### config.mk
export PLATFORM = sky130hd
export DESIGN_NAME = rep3_serial_tx
export DESIGN_NICKNAME = d
export VERILOG_FILES = /design/src/rtl/rep3_serial_tx.sv
export SDC_FILE = /design/constraint.sdc
export NUM_CORES = 1
export LEC_CHECK = 0
export BUFFER_PORTS_ARGS = -buffer_cell sky130_fd_sc_hd__buf_2
export CAP_MARGIN = 20
export CORE_AREA = 2 2 50 52
export CTS_BUF_LIST = sky130_fd_sc_hd__clkbuf_16
export DETAILED_ROUTE_END_ITERATION = 16
export DIE_AREA = 0 0 52 54
export GPL_TIMING_DRIVEN = 0
export SYNTH_ARGS = -nofsm -noshare
export SYNTH_HDL_FRONTEND = slang
export SYNTH_SLANG_ARGS = --single-unit
### constraint.sdc
create_clock -name clk -period 4.9 [get_ports clk]
set_clock_uncertainty 0.2 [all_clocks]
set_input_delay 0.49 -clock clk [delete_from_list [all_inputs] [get_ports clk]]
set_output_delay 0.49 -clock clk [all_outputs]
set_load 0.02 [all_outputs]
### src/rtl/rep3_serial_tx.sv
// rep3_serial_tx: transmit side of the repetition-coded serial link.
// Accepts a word over valid/ready, then sends it MSB first with every data
// bit repeated REP times as consecutive chips, so the receiver can
// majority-vote each bit. The line driver may stall the chip stream.
module rep3_serial_tx #(
  parameter int DATA_W = 8,
  parameter int REP    = 3
) (
  input  logic              clk,
  input  logic              rst_n,
  input  logic [DATA_W-1:0] in_data,
  input  logic              in_valid,
  output logic              in_ready,
  output logic              tx_bit,
  output logic              tx_valid,
  input  logic              tx_ready,
  output logic              tx_first,
  output logic              tx_last,
  output logic              busy
);

  localparam int BW = $clog2(DATA_W) + 1;

  localparam logic [0:0] IDLE = 1'b0;
  localparam logic [0:0] SEND = 1'b1;

  localparam logic [BW-1:0] LAST_BIT  = BW'(DATA_W - 1);
  localparam logic [2:0]    LAST_CHIP = 3'(REP - 1);

  // Reject illegal parameterisations at elaboration time.
  generate
    if (REP < 1 || REP > 7 || (REP % 2) == 0) begin : g_bad_rep
      $error("rep3_serial_tx: REP must be odd and in 1..7");
    end
    if (DATA_W < 1 || DATA_W > 32) begin : g_bad_width
      $error("rep3_serial_tx: DATA_W must be in 1..32");
    end
  endgenerate

  logic [0:0]        state_reg, state_next;
  logic [DATA_W-1:0] shift_reg, shift_next;
  logic [BW-1:0]     bit_cnt_reg, bit_cnt_next;
  logic [2:0]        chip_cnt_reg, chip_cnt_next;

  logic sending;
  logic at_last_chip;
  logic at_last_bit;

  assign sending      = (state_reg == SEND);
  assign at_last_chip = (chip_cnt_reg == LAST_CHIP);
  assign at_last_bit  = (bit_cnt_reg == LAST_BIT);

  // Next-state logic: word capture in IDLE, chip/bit stepping in SEND.
  always_comb begin
    state_next    = state_reg;
    shift_next    = shift_reg;
    bit_cnt_next  = bit_cnt_reg;
    chip_cnt_next = chip_cnt_reg;
    case (state_reg)
      IDLE: begin
        if (in_valid) begin
          state_next    = SEND;
          shift_next    = in_data;
          bit_cnt_next  = '0;
          chip_cnt_next = '0;
        end
      end
      SEND: begin
        if (tx_ready) begin
          if (at_last_chip) begin
            // Final repetition of this bit: move on to the next bit.
            chip_cnt_next = '0;
            shift_next    = shift_reg << 1;
            bit_cnt_next  = bit_cnt_reg + BW'(1);
            if (at_last_bit) begin
              // Frame complete: clear counters so nothing wraps.
              state_next   = IDLE;
              bit_cnt_next = '0;
            end
          end else begin
            chip_cnt_next = chip_cnt_reg + 3'd1;
          end
        end
      end
      default: begin
        state_next = IDLE;
      end
    endcase
  end

  // State registers with asynchronous active-low reset; reset aborts any frame.
  always_ff @(posedge clk or negedge rst_n) begin
    if (!rst_n) begin
      state_reg    <= IDLE;
      shift_reg    <= '0;
      bit_cnt_reg  <= '0;
      chip_cnt_reg <= '0;
    end else begin
      state_reg    <= state_next;
      shift_reg    <= shift_next;
      bit_cnt_reg  <= bit_cnt_next;
      chip_cnt_reg <= chip_cnt_next;
    end
  end

  // Outputs are decoded purely from registered state, so tx_ready and
  // in_valid never reach an output combinationally.
  assign in_ready = ~sending;
  assign busy     = sending;
  assign tx_valid = sending;
  assign tx_bit   = sending & shift_reg[DATA_W-1];
  assign tx_first = sending & (bit_cnt_reg == '0) & (chip_cnt_reg == '0);
  assign tx_last  = sending & at_last_bit & at_last_chip;

endmodule

==> impl_metrics.py <==
metrics = {
    "critical_path": {
        "start_kind": "flop",
        "reg2reg_depth": 5,
        "arrival_ns": 1.58,
        "worst_path_max_delay_cell": "clkbuf_1",
        "crit_path_end_kind": "output pin",
        "crit_chain": "buf_4 -> clkbuf_1 -> and3_1 -> buf_2",
        "critPathMaxStageDelay_ns": 0.41,
        "required_ns": 4.21,
        "worst-path-stages": 4,
        "path_delay_family": "buffers and inverters",
        "critPathBufInv": 3,
        "path_class": "flop to output pin",
        "crit_fanout": 10,
    },
    "sta": {
        "period_share": 0.463,
        "fin_setup_tns_ns": 0,
        "hold_viol": 0,
        "slew_headroom": 0.640,
        "tightest_slew_ns": 0.536,
        "fin_crit_ns": 2.27,
        "setup_viol": 0,
        "slew_violations": 0,
        "rsz0062_at_grt": "no",
        "clock.fmax_ghz": 0.440,
    },
    "synth": {
        "mappedNetlistArea_um2": 876,
        "synthAdderAreaFrac": 0.0286,
        "synthFlopType": "dfrtp_1",
        "syn_area_per_cell_um2": 9.73,
        "synth.distinct_cells": 29,
        "synth-seq-area-share": 0.457,
        "syn_nets": 104,
        "synthTopCellsByCount": "dfrtp_1, nand2_1, nor2_1, a21oi_1, mux2i_1",
        "synth.area.mux_share": 0.104,
        "post-synth-top-count-cell": "dfrtp_1",
        "yosysTopAreaCellShare": 0.457,
        "synth_top_family_by_area": "simple AND/OR/NAND/NOR gates",
        "synth-compound-area-share": 0.166,
        "ys_seq_elements": 16,
        "yosys.area_share.simple": 0.176,
        "synth_edf_count": 0,
        "synth_top_area_cell": "dfrtp_1",
        "yosys_warnings": 0,
        "syn-instance-count": 90,
        "yosys.area_share.xor_xnor": 0.0100,
        "ys_top_cells_by_area": "dfrtp_1, mux2i_1, a21oi_1, nand2_1, nor2_1",
        "synth_async_sr_flop_share": 1.00,
    },
    "route": {
        "drt-total-wl_um": 1730,
        "drtPass1Iterations": 3,
        "viasPerCell": 5.06,
        "antenna_left": 0,
        "wire_per_inst_um": 12.3,
        "vias": 713,
        "first_iter_violations": 4,
        "drc": 0,
    },
    "grt": {
        "antenna_found_initial": 0,
        "grt_pass1_vias": 687,
        "grt_use_total": 0.147,
        "grt_pass1_wl_um": 2940,
        "grt_max_degree": 17,
        "overflow": 0,
    },
    "die": {
        "die_h_um": 54,
        "initial_core_util": 0.378,
        "core_mm2": 0.00232,
        "io_pins": 18,
        "die_w_um": 52,
        "rows": 18,
        "die_area_mm2": 0.00281,
    },
    "power_and_ir_drop": {
        "combPwrFrac": 0.297,
        "p_sw_uw": 185,
        "cellPowerDensity_mw_per_mm2": 512,
        "p_leak_uw": 0.000531,
        "power_frac_clock": 0.281,
        "seqPwrFrac": 0.422,
        "ir_drop_v": 0.000245,
        "swShare": 0.334,
        "internal-power_uw": 370,
    },
    "cells_and_area": {
        "postLayoutCellArea_mm2": 0.00108,
        "layout-drive-gt1-share": 0.243,
        "fin_nets": 127,
        "fillers": 230,
        "antenna_cells": 0,
        "area_delta_synth_final_pct": 23.7,
        "largest_reg_flops": 8,
    },
    "clock_network": {
        "clk_latency_ns": 0.24,
        "clk_pin_slew_ns": 0.05,
        "ctsResizeCount": 0,
        "clkSinkCount": 16,
        "cts_buffer_depth": 2,
        "root_buffer": "clkbuf_16",
        "htree_levels": 1,
        "numCtsBuffers": 3,
        "cts_tree": "built",
    },
    "placement": {
        "hpwl_um": 1230,
        "postPlaceCellArea_um2": 998,
        "gp_congestion": 0.789,
        "io_buffers": 17,
    },
    "hold_path": {
        "whs_path_depth": 3,
        "hp-class": "primary input to flop",
    },
    "outcome": {
        "status": "complete, no violations",
    },
    "run": {
        "maxCapViolCount": 0,
    },
}
==> placed cells by master, fill, tap and decap left out, types with 2 or more instances in the layout <==
master,netlist,final
nor2_1,9,9
buf_4,3,3
o21ai_0,6,6
clkbuf_16,0,3
inv_1,4,4
nand3_1,3,3
dfrtp_1,16,16
a21oi_1,8,8
nand2_1,9,9
ha_1,2,2
mux2i_1,8,8
buf_2,0,17
clkbuf_1,2,2
and3_1,2,2
nand2b_1,2,2
==> final timing paths <==
check | endpoint | slack [ns] | startpoint
worst max-delay path | tx_first | 2.63 | busy
worst min-delay path | shift_reg[0] | 0.29 | in_data[0]
min in group asynchronous | chip_cnt_reg[1] | 0.48 | rst_n
worst min register to register | shift_reg[7] | 0.32 | shift_reg[7]
max in group asynchronous | busy | 3.75 | rst_n
worst max register to register | bit_cnt_reg[3] | 2.98 | busy
==> cell families (layout without fill, tap and decap cells) <==
kind of cell               Yosys count  after routing
AOI/OAI and AO/OA                   21             21
xor gates and xnor gates             1              1
adders and majority gates            2              2
buffers and inverters               10             31
DFF                                 16             16
muxes                                9              9
and+or+nand+nor                     31             31
==> power groups by stage <==
| stage | combinational (uW) | clock [uW] | sequential (uW) |
|---|---|---|---|
| after CTS | 167 | 161 | 235 |
| after global placement | 162 | 0 | 233 |
| after global routing | 192 | 165 | 242 |
| after floorplan | 131 | 0 | 223 |
| final | 165 | 156 | 234 |
| after detailed placement | 166 | 0 | 236 |
==> layer usage <==
| metal | track usage | vias up | wire length, um |
|---|---|---|---|
| li1 | - | 359 | - |
| met1 | 0.186 | 335 | 818 |
| met2 | 0.224 | 16 | 785 |
| met3 | 0.0361 | 3 | 89 |
| met4 | 0.0921 | 0 | 35 |
| met5 | 0 | - | 0 |
==> worst reg2reg max path: stages (launching register included) <==
cell	delay (ns)
dfrtp_1	0.36
buf_4	0.18
inv_4	0.08
o41ai_4	0.56
a21bo_1	0.27
a22o_1	0.17
==> through the flow <==
step                utilization  setup WS (ns)  hold slack, ns  power [uW]  std cells
floorplan                     -           2.74        -0.00559         354         90
global placement          0.430           2.88           0.233         395        137
detailed placement        0.430           2.87           0.230         401        137
CTS                       0.467           2.60           0.291         562        141
global route              0.467           2.48           0.303         599        141
finish                    0.467           2.63           0.289         555        141
==> cell type report <==
type / count / area, um2 / share of cell area
buffer: 5 / 30.0 / 0.0277
clock buffer: 3 / 75.1 / 0.0693
inverter: 5 / 21.3 / 0.0196
multi-input combinational: 64 / 424 / 0.391
sequential: 16 / 400 / 0.370
tap: 30 / 37.5 / 0.0346
timing repair buffer: 18 / 95.1 / 0.0878
==> repair_timing <==
action	in CTS	in global routing
buffers inserted	0	0
hold buffers	1	0
hold endpoints to repair	16	0
Power figures use the tool's default switching activity.
